===== config.mk =====
export PLATFORM = sky130hd
export DESIGN_NAME = serial_adder6
export DESIGN_NICKNAME = d
export VERILOG_FILES = /design/src/rtl/serial_adder6_pkg.sv /design/src/rtl/full_adder1.sv /design/src/rtl/serial_adder6.sv
export SDC_FILE = /design/constraint.sdc
export NUM_CORES = 1
export LEC_CHECK = 0
export ABC_CLOCK_PERIOD_IN_PS = 1400
export CAP_MARGIN = 15
export CORE_MARGIN = 4
export CORE_UTILIZATION = 35
export CTS_CLUSTER_SIZE = 30
export DETAILED_ROUTE_END_ITERATION = 16
export GPL_TIMING_DRIVEN = 0
export SYNTH_ARGS = -nofsm -noshare
export SYNTH_HDL_FRONTEND = slang
export SYNTH_HIERARCHICAL = 1
export SYNTH_SLANG_ARGS = --single-unit

===== constraint.sdc =====
create_clock -name clk -period 1.4 [get_ports clk]
set_input_delay 0.28 -clock clk [delete_from_list [all_inputs] [get_ports clk]]
set_output_delay 0.28 -clock clk [all_outputs]
set_load 0.03 [all_outputs]

===== src/rtl/serial_adder6_pkg.sv =====
// Shared definitions for the bit-serial adder: state encodings and default operand width.
package serial_adder6_pkg;

    localparam int unsigned DEF_WIDTH = 6;

    localparam logic [1:0] IDLE  = 2'd0;
    localparam logic [1:0] SHIFT = 2'd1;
    localparam logic [1:0] DONE  = 2'd2;

endpackage


===== src/rtl/full_adder1.sv =====
// Combinational 1-bit full adder; the only arithmetic cell of the serial adder.
module full_adder1 (
    input  logic a,
    input  logic b,
    input  logic cin,
    output logic s,
    output logic cout
);

    logic p;

    always_comb begin
        p    = a ^ b;
        s    = p ^ cin;
        cout = (a & b) | (cin & p);
    end

endmodule


===== src/rtl/serial_adder6.sv =====
// Bit-serial handshaked unsigned adder: one operand bit per clock through a single full adder,
// WIDTH+1-bit sum returned over a valid/ready channel.
module serial_adder6
    import serial_adder6_pkg::*;
#(
    parameter int unsigned WIDTH = DEF_WIDTH,
    parameter int unsigned CNT_W = 16
) (
    input  logic             clk,
    input  logic             rst,
    input  logic             in_valid,
    output logic             in_ready,
    input  logic [WIDTH-1:0] a,
    input  logic [WIDTH-1:0] b,
    output logic             out_valid,
    input  logic             out_ready,
    output logic [WIDTH:0]   sum,
    output logic [CNT_W-1:0] ops_done
);

    localparam int unsigned BW = $clog2(WIDTH + 1);

    logic [1:0]       state;
    logic [WIDTH-1:0] a_sh;
    logic [WIDTH-1:0] b_sh;
    logic             carry;
    logic [BW-1:0]    bit_cnt;
    logic             fa_s;
    logic             fa_c;

    full_adder1 u_fa (
        .a    (a_sh[0]),
        .b    (b_sh[0]),
        .cin  (carry),
        .s    (fa_s),
        .cout (fa_c)
    );

    // Handshake flags come from registered state only.
    always_comb begin
        in_ready  = (state == IDLE);
        out_valid = (state == DONE);
    end

    always_ff @(posedge clk or posedge rst) begin
        if (rst) begin
            state    <= IDLE;
            a_sh     <= '0;
            b_sh     <= '0;
            carry    <= 1'b0;
            bit_cnt  <= '0;
            sum      <= '0;
            ops_done <= '0;
        end else begin
            case (state)
                IDLE: begin
                    if (in_valid) begin
                        a_sh    <= a;
                        b_sh    <= b;
                        carry   <= 1'b0;
                        bit_cnt <= '0;
                        state   <= SHIFT;
                    end
                end
                SHIFT: begin
                    // Result bits enter from the top so bit 0 lands in place after WIDTH shifts.
                    sum[WIDTH-1:0] <= {fa_s, sum[WIDTH-1:1]};
                    a_sh           <= a_sh >> 1;
                    b_sh           <= b_sh >> 1;
                    carry          <= fa_c;
                    bit_cnt        <= bit_cnt + BW'(1);
                    if (bit_cnt == BW'(WIDTH - 1)) begin
                        sum[WIDTH] <= fa_c;
                        state      <= DONE;
                    end
                end
                DONE: begin
                    if (out_ready) begin
                        ops_done <= ops_done + CNT_W'(1);
                        state    <= IDLE;
                    end
                end
                default: state <= IDLE;
            endcase
        end
    end

endmodule

==> results of run 1 <==
[cell families (layout without fill, tap and decap cells)]
family | count (synthesis) | after routing
and+or+nand+nor | 67 | 67
DFF | 41 | 41
AOI/OAI and AO/OA | 22 | 22
xor gates and xnor gates | 15 | 15
muxes | 12 | 12
buffers and inverters | 9 | 69
adders and majority gates | 4 | 4
[placed cells by master (no fill, tap or decap), types with 3 or more instances in the layout]
| cell type | count |
|---|---|
| buf_4 | 11 |
| buf_6 | 6 |
| clkbuf_2 | 5 |
| clkbuf_8 | 6 |
| clkdlybuf4s15_1 | 8 |
| clkdlybuf4s50_1 | 15 |
| dfrtp_1 | 31 |
| dfrtp_2 | 10 |
| dlygate4sd2_1 | 10 |
| ha_1 | 3 |
| mux2i_1 | 10 |
| nand2_1 | 38 |
| nand3_1 | 6 |
| nand4_1 | 5 |
| nor2_1 | 3 |
| nor2b_1 | 4 |
| o21ai_0 | 17 |
| xnor2_1 | 12 |
| xor2_1 | 3 |
[timing repair]
action	in CTS	in global routing
hold buffers	0	0
setup endpoints to repair	47	32
resized for setup	52	24
pin swaps	1	3
buffers inserted	0	12
[flip-flops by register name (all words and copies together) (netlist names)]
name      flops
sum           7
a_sh          6
b_sh          6
state         2
carry         1
bit_cnt       3
ops_done     16
[synth_stat cells]
cell       n
nor2b_1    4
and4_1     2
a22o_1     1
nand3b_4   1
fa_1       1
a21oi_1    2
mux2_2     2
xor2_1     3
clkbuf_1   2
nor2_1     6
mux2i_1   10
nand4_1    5
nor4_4     1
a31oi_1    1
nand2_1   38
buf_2      2
dfrtp_1   41
xnor2_1   12
nand2b_1   2
o21ai_0   17
inv_1      3
buf_4      1
nand3_1    7
o21bai_1   1
buf_6      1
ha_1       3
and3_1     1
[power by group through the flow]
stage	Combinational, mW	Clock, mW	Sequential [mW]
floorplan	0.848	0	1.99
global placement	1.55	0	1.80
detailed placement	1.59	0	1.80
CTS	1.51	1.02	1.78
global route	1.98	1.07	1.84
finish	1.75	0.988	1.78
[final timing paths]
check / start / to / depth (start not counted)
max in group asynchronous: rst / ops_done[2]$_DFFE_PP0P_ / 2
hold / removal: rst / sum[3]$_DFFE_PP0N_ / 2
setup / recovery: state[0]$_DFFE_PP0P_ / in_ready / 3
min in group clk: ops_done[15]$_DFFE_PP0P_ / ops_done[15]$_DFFE_PP0P_ / 1
setup reg to reg: state[0]$_DFFE_PP0P_ / bit_cnt[1]$_DFFE_PP0P_ / 4
hold reg to reg: ops_done[15]$_DFFE_PP0P_ / ops_done[15]$_DFFE_PP0P_ / 1
[layout make-up]
type                    count  area, um^2  area share [%]
repair buffers             52         472            18.3
flip-flops and latches     41        1040            40.3
plain buffers               6        51.3            1.99
multi-input cells         120         797            30.9
clock inverters             2        37.5            1.46
inverters                   3        11.3           0.437
well taps                  70        87.6            3.40
clock buffers               6        82.6            3.20
[through the flow]
| step | cells | util [%] | TNS (ns) |
|---|---|---|---|
| 2_1_floorplan | 170 | - | -0.0127 |
| 3_3_place_gp | 280 | 45.7 | -42.49 |
| 3_5_place_dp | 280 | 45.7 | -11.45 |
| 4_1_cts | 288 | 48.0 | -0.0663 |
| 5_1_grt | 300 | 50.5 | -0.524 |
| 6_report | 300 | 50.5 | 0 |
[critical path, stage by stage (launching register included)]
cell     delay (ns)
dfrtp_2        0.46
buf_6          0.15
nor2_4         0.07
buf_6          0.13
[routing by layer]
metal	track usage, %	wire, um	up-vias	share of wire (%)
met4	4.56	44	0	1.2
li1	-	-	689	-
met2	18.9	1700	24	46
met3	2.69	143	4	3.9
met5	0	0	-	0
met1	16.4	1800	682	49
==> out/metrics.yaml, run 1 <==
grt:
  grt_first_pass_wirelength_um: 6090
  grt.overflow.total: 0
  grt_max_degree: 42
  groute.usage.overall_pct: 12.1
  grt_pass1_vias: 1356
  antenna_violations_before_repair: 0
route:
  avgViaCountPerCell: 4.66
  drtAntennaViolNets: 0
  wl_per_cell_um: 12.3
  detailroute.via_count: 1399
  drt_wl_total_um: 3680
  drt_pre_antenna_iters: 4
  detailedRoute.firstIterationViolations: 38
  drt_drc_violations_left: 0
placement:
  gp_congestion: 0.767
  dpl_cell_area_um2: 2330
  port_buffers: 40
  dpl.hpwl_um: 2470
  preCtsSetupSlack_ns: -0.507
synthesis:
  synth.largest_area_cell: "dfrtp_1"
  postSynthRegisterBits: 41
  synth_fp_nets: 190
  post_synth_fa_ha_maj_area_fraction_pct: 3.13
  synthesis.area_um2: 1840
  yosys.area_share.xor_xnor_pct: 7.15
  synth_area_per_inst_um2: 10.8
  synthesis.yosys.warnings: 6
  synth_mux_area_share_pct: 6.68
  ys_top_cells_by_area: "dfrtp_1 (56%), nand2_1 (7.8%), xnor2_1 (5.7%)"
  largest_family_of_logic_cells_by_synthesized_area: "simple AND/OR/NAND/NOR gates"
  yosys.cell_types.count: 27
  synthSimpleGateAreaFrac_pct: 18.2
  synth_compound_area_share_pct: 6.40
  synthesis.instances: 170
  seq_area_frac_synth_pct: 55.9
  synth.top_cell.area_share_pct: 55.9
die:
  core_region_area_um2: 5110
  core.rowCount: 26
  die_area_um2: 6470
  x_dimension_of_the_die_um: 80.4
  die_h_um: 80.4
  boundaryPins: 41
  floorplan.initialDensity_pct: 36.0
clock_tree:
  depth_of_the_cts_h_tree: 2
  cts_tree: "built"
  clk_transition_reported_paths_ns: 0.08
  cts.path.max_buffers: 2
  cts_inserted_buffers: 5
  worst_skew_pair.late_latency_ns: 0.29
  numClockSinks: 41
  cts_root_buffer: "clkbuf_8"
cells_and_area:
  antennaDiodeCount: 0
  numnets_final: 249
  layout.cell_area.non_filler_um2: 2580
  area_delta_synth_final_pct: 40.3
  layout-drive-gt1-share_pct: 23.9
  fillers: 502
sta:
  grt_setup_unrepaired: "true"
  fin_ws_ns: 0.0202
  slew-limit-headroom_pct: 44.1
  slew_viol_final: 0
  achievable-frequency_mhz: 725
  finalClockSkew_ns: 0.00847
  worstMarginPinSlew_ns: 0.837
  setup_viol: 0
  final_period_minus_worst_setup_slack_ns: 1.38
  timing.final.hold_violations: 0
  whs_ns: 0.476
  final_min_period_over_clock_period_pct: 98.6
critical_path:
  cp_data_arrival_time_ns: 1.10
  reg2reg_slack_ns: 0.05
  worst_ep_required_time_ns: 1.12
  crit_path_max_fanout: 6
  criticalPathCategory: "reg2out"
  worstSetupEndpointType: "output port"
  setup.worst_path.start_class: "register"
power_and_ir_drop:
  power_leakage_nw: 1.21
  part_of_the_total_power_dissipated_in_combinational_logic_pct: 38.7
  power.internal_mw: 2.92
  power_mw: 4.51
  power.sequential.fraction_pct: 39.4
  netSwitchingPower_mw: 1.60
  clock_power_share_pct: 21.9
  power.share.switching_pct: 35.4
  ir_drop_mv: 0.729
  power_density_nw_per_um2: 1750
flow_run:
  drv.max_cap_violation_count: 0
min_path:
  min-delay-path-class: "in2async"
outcome:
  outcome: "completed"
Power figures use the tool's default switching activity.
==> inputs of run 2 (changes only) <==
--- a/config.mk
+++ b/config.mk
@@ -7,11 +7,13 @@
 export LEC_CHECK = 0
 export ABC_CLOCK_PERIOD_IN_PS = 1400
 export CAP_MARGIN = 15
+export CORE_ASPECT_RATIO = 0.7
 export CORE_MARGIN = 4
-export CORE_UTILIZATION = 35
+export CORE_UTILIZATION = 45
 export CTS_CLUSTER_SIZE = 30
 export DETAILED_ROUTE_END_ITERATION = 16
 export GPL_TIMING_DRIVEN = 0
+export PLACE_DENSITY = 0.75
 export SYNTH_ARGS = -nofsm -noshare
 export SYNTH_HDL_FRONTEND = slang
 export SYNTH_HIERARCHICAL = 1
==> out/metrics.yaml, run 2 (synthesized netlist as in run 1, its figures left out) <==
outcome:
  outcome: "completed"
critical_path:
  worstSetupStartpoint: "ops_done[1]$_DFFE_PP0P_"
  cp_data_arrival_time_ns: 1.09
  critical_path.reg2reg.startpoint: "ops_done[0]$_DFFE_PP0P_"
  crit_path_max_fanout: 5
  max_stage_delay_ns: 0.41
  setup.worst_path.start_class: "register"
  worstSetupEndpointType: "output port"
  worst_ep_required_time_ns: 1.12
  critical_path.top_delay_family: "buffers and inverters"
  slowest_cell_on_crit_path: "dlygate4sd2_1"
  rr_endpoint: "ops_done[13]$_DFFE_PP0P_"
  total_stage_count_of_the_critical_path: 1
  count_of_buffer_and_inverter_cells_on_the_critical_path: 1
  timing.critical_path.cells: "dlygate4sd2_1"
  reg2reg_slack_ns: 0.06
  criticalPathCategory: "reg2out"
  cp-endpoint: "ops_done[1]"
  ff2ff_path_depth: 4
die:
  x_dimension_of_the_die_um: 84.4
  core_region_area_um2: 3920
  die_area_um2: 5180
  boundaryPins: 41
  die_h_um: 61.5
  floorplan.initialDensity_pct: 46.8
  core.rowCount: 19
cells_and_area:
  antennaDiodeCount: 0
  reg_top3: "ops_done (16), sum (7)"
  area_delta_synth_final_pct: 36.2
  cell_count_final_fillers_out: 279
  largest_register_ffs: 16
  final_common_cell: "nand2_1"
  numnets_final: 246
  layout-drive-gt1-share_pct: 22.9
  registers.top_by_ff_count: "ops_done"
  fillers: 340
  mostFrequentLayoutCells: "nand2_1 (38), dfrtp_1 (32), o21ai_0 (17), clkdlybuf4s50_1 (15), xnor2_1 (12)"
  finalCoreUtilization_pct: 63.8
clock_tree:
  cts_tree: "built"
  cts-hold-fix-buffers: 0
  cts.path.max_buffers: 2
  depth_of_the_cts_h_tree: 2
  clk_transition_reported_paths_ns: 0.08
  worst_skew_pair.late_latency_ns: 0.29
  cts_inserted_buffers: 5
  numClockSinks: 41
  cts_root_buffer: "clkbuf_8"
route:
  wl_per_cell_um: 12.8
  detailroute.via_count: 1381
  avgViaCountPerCell: 4.95
  detailedRoute.firstIterationViolations: 99
  drt_wl_total_um: 3580
  drt_pre_antenna_iters: 6
  drtAntennaViolNets: 0
  drt_drc_violations_left: 0
sta:
  finalClockSkew_ns: 0.00639
  slew-limit-headroom_pct: 44.4
  timing.final.hold_violations: 0
  worstMarginPinSlew_ns: 0.833
  slew_viol_final: 0
  final.setup.tns_ns: 0
  setup_viol: 0
  final_min_period_over_clock_period_pct: 98.1
  grt_setup_unrepaired: "true"
  achievable-frequency_mhz: 728
  final_period_minus_worst_setup_slack_ns: 1.37
  whs_ns: 0.473
placement:
  dp.cells: 262
  port_buffers: 40
  gp_congestion: 0.775
  dpl.hpwl_um: 2490
min_path:
  min-delay-path-class: "in2async"
grt:
  antenna_violations_before_repair: 0
  grt_first_pass_wirelength_um: 5760
  groute.usage.overall_pct: 14.3
  grt_max_degree: 42
  grt.overflow.total: 0
  grt_pass1_vias: 1228
power_and_ir_drop:
  power_density_nw_per_um2: 1750
  ir_drop_mv: 0.917
  power_leakage_nw: 1.19
flow_run:
  drv.max_cap_violation_count: 0
[run 2: worst min path at each step]
stage	depth (start not counted)	slack [ns]	to
2_1_floorplan	1	0.39	state[1]$_DFFE_PP0P_
3_3_place_gp	1	0.46	ops_done[15]$_DFFE_PP0P_
3_5_place_dp	2	0.46	sum[0]$_DFFE_PP0N_
4_1_cts	2	0.48	sum[0]$_DFFE_PP0N_
5_1_grt	2	0.49	sum[0]$_DFFE_PP0N_
6_report	2	0.47	ops_done[8]$_DFFE_PP0P_
[run 2: what timing repair did]
item / CTS / global route
cloned: 0 / 0
resized for setup: 51 / 34
pin swaps: 1 / 4
endpoints found under the setup margin: 48 / 29
buffers inserted: 0 / 9
[run 2: where the power goes]
group | internal [mW] | switching [mW]
registers | 1.53 | 0.240
logic | 0.823 | 0.946
clock network | 0.446 | 0.398
total | 2.80 | 1.58
[run 2: area by class of cell]
| type | instances | area, um^2 | share of cell area (%) |
|---|---|---|---|
| inverter | 3 | 13.8 | 0.550 |
| tap | 52 | 65.1 | 2.60 |
| buffer | 6 | 56.3 | 2.25 |
| timing repair buffer | 49 | 432 | 17.3 |
| multi-input combinational | 120 | 797 | 31.8 |
| clock buffer | 7 | 96.3 | 3.85 |
| clock inverter | 1 | 5.00 | 0.200 |
| sequential | 41 | 1040 | 41.4 |
[run 2: per-stage QoR]
step                setup slack (ns)  instance area (um^2)  total power, mW
detailed placement            -0.453                  2310             3.38
global placement              -0.830                  2310             3.34
floorplan                    -0.0127                  1850             2.84
finish                        0.0267                  2500             4.38
CTS                          -0.0420                  2410             4.16
global route                 -0.0639                  2500             4.70
[run 2: layer usage]
metal	up-vias	GRT usage [%]	wire length [um]
met5	-	0	0
met4	0	6.09	20
met3	2	3.74	152
met2	29	22.0	1570
met1	666	19.5	1840
li1	684	-	-
==> inputs of run 3 (changes only) <==
--- a/config.mk
+++ b/config.mk
@@ -14,6 +14,7 @@
 export DETAILED_ROUTE_END_ITERATION = 16
 export GPL_TIMING_DRIVEN = 0
 export PLACE_DENSITY = 0.75
+export SKIP_LAST_GASP = 1
 export SYNTH_ARGS = -nofsm -noshare
 export SYNTH_HDL_FRONTEND = slang
 export SYNTH_HIERARCHICAL = 1
==> constraint.sdc (replaced) <==
create_clock -name clk -period 1.4 [get_ports clk]
set_input_delay 0.28 -clock clk [delete_from_list [all_inputs] [get_ports clk]]
set_output_delay 0.28 -clock clk [all_outputs]
set_load 0.005 [all_outputs]
==> out/metrics.yaml, run 3 (synthesized netlist as in run 1, its figures left out) <==
grt:
  antenna_violations_before_repair: 0
  grt_max_degree: 42
  grt_first_pass_wirelength_um: 6840
  groute.usage.overall_pct: 17.5
  grt.overflow.total: 0
  grt_pass1_vias: 1451
cells_and_area:
  largest_register_ffs: 16
  antennaDiodeCount: 0
  reg_top3: "ops_done (16), sum (7)"
  registers.top_by_ff_count: "ops_done"
  layout-drive-gt1-share_pct: 27.6
  mostFrequentLayoutCells: "nand2_1 (38), dfrtp_1 (38), buf_4 (35), dlygate4sd2_1 (23), clkdlybuf4s50_1 (15)"
  area_delta_synth_final_pct: 51.7
  numnets_final: 276
route:
  drt_drc_violations_left: 0
  detailedRoute.firstIterationViolations: 70
  drt_pre_antenna_iters: 4
  drtAntennaViolNets: 0
  wl_per_cell_um: 14.1
  avgViaCountPerCell: 4.98
  drt_wl_total_um: 4360
  detailroute.via_count: 1540
clock_tree:
  cts_tree: "built"
  depth_of_the_cts_h_tree: 2
  cts_inserted_buffers: 5
  worst_skew_pair.late_latency_ns: 0.30
  cts-hold-fix-buffers: 0
  clk_transition_reported_paths_ns: 0.08
  cts.path.max_buffers: 2
  numClockSinks: 41
  cts_root_buffer: "clkbuf_8"
sta:
  final_min_period_over_clock_period_pct: 102
  timing.final.hold_violations: 0
  final.setup.tns_ns: -0.0294
  achievable-frequency_mhz: 700
  worstMarginPinSlew_ns: 0.824
  slew_viol_final: 0
  fin_ws_ns: -0.0284
  setup_viol: 2
  finalClockSkew_ns: 0.00887
  final_period_minus_worst_setup_slack_ns: 1.43
  grt_setup_unrepaired: "true"
  slew-limit-headroom_pct: 45.0
die:
  die_h_um: 61.5
  floorplan.initialDensity_pct: 46.8
  core_region_area_um2: 3920
  x_dimension_of_the_die_um: 84.4
  core.rowCount: 19
  boundaryPins: 41
  die_area_um2: 5180
critical_path:
  cp_data_arrival_time_ns: 1.64
  worstSetupEndpointType: "register"
  crit_path_max_fanout: 4
  setup.worst_path.start_class: "input port"
  criticalPathCategory: "in2reg"
  worstSetupStartpoint: "out_ready"
  worst_ep_required_time_ns: 1.61
  critical_path.reg2reg.startpoint: "state[0]$_DFFE_PP0P_"
placement:
  port_buffers: 40
  dpl.hpwl_um: 2560
  gp_congestion: 0.738
power_and_ir_drop:
  power_mw: 4.60
  ir_drop_mv: 0.935
  power_leakage_nw: 1.42
  power_density_nw_per_um2: 1650
flow_run:
  drv.max_cap_violation_count: 0
min_path:
  min-delay-path-class: "in2async"
outcome:
  outcome: "complete, but fails checks"
  failed_checks: "negative setup slack"
## run 3: changes by cell type in the layout (fill, tap and decap cells not counted), moves of 5 or more
cell | previous run | this run
dfrtp_1 | 32 | 38
buf_4 | 9 | 35
dlygate4sd2_1 | 7 | 23
clkdlybuf4s15_1 | 8 | 0
dfrtp_2 | 9 | 3
clkbuf_2 | 7 | 2
## run 3: repair_timing
item                       CTS  global route
pin swaps                    1            10
setup endpoints to repair   48            28
setup buffers               30            12
hold endpoints to repair     0             0
resized for setup           39            22
## run 3: critical path, cell delays in order
cell and delay [ns]:
clkdlybuf4s50_1 0.55, nand3b_4 0.14, nor4_4 0.33, nand3_1 0.14
xnor2_1 0.21
## run 3: final cells by class
class                      instances  area (um^2)
clock inverter                     1         30.0
sequential                        41         1030
clock buffer                       7         86.3
fill                             317         1140
buffer                             5         50.0
timing repair buffer              80          687
multi-input combinational        120          827
inverter                           3         11.3
tap                               52         65.1
## run 3: final timing paths
kind                                            endpoint  cells past startpoint  slack, ns
max in group asynchronous           state[0]$_DFFE_PP0P_                      2       0.35
min in group clk                     a_sh[3]$_DFFE_PP0P_                      2       0.48
worst min register to register       a_sh[3]$_DFFE_PP0P_                      2       0.48
worst max register to register  ops_done[15]$_DFFE_PP0P_                      4       0.01
worst min-delay path            ops_done[14]$_DFFE_PP0P_                      2       0.46
worst max-delay path            ops_done[15]$_DFFE_PP0P_                      5      -0.03
## run 3: metal layers
metal / global-route usage, % / up-vias / part of all wire (%)
li1: - / 748 / -
met4: 5.42 / 0 / 2.5
met2: 28.4 / 43 / 48
met5: 0 / - / 0
met1: 22.7 / 738 / 45
met3: 6.15 / 11 / 4.0
## run 3: stage by stage
| step | area, um^2 | hold WS [ns] | instances | utilization [%] | setup slack [ns] |
|---|---|---|---|---|---|
| finish | 2790 | 0.461 | 309 | 71.0 | -0.0284 |
| global route | 2790 | 0.513 | 309 | 71.0 | -0.0879 |
| CTS | 2650 | 0.486 | 300 | 67.5 | -0.0884 |
| detailed placement | 2300 | 0.469 | 262 | 58.7 | -0.460 |
| global placement | 2300 | 0.462 | 262 | 58.7 | -0.701 |
| floorplan | 1840 | 0.388 | 170 | - | 0.0728 |
## run 3: power breakdown
group	leakage, nW	internal (mW)	total (mW)	switching, mW
combinational	0.823	1.03	1.86	0.827
sequential	0.535	1.53	1.74	0.218
clock	0.0585	0.582	0.992	0.411
total	1.42	3.14	4.60	1.46
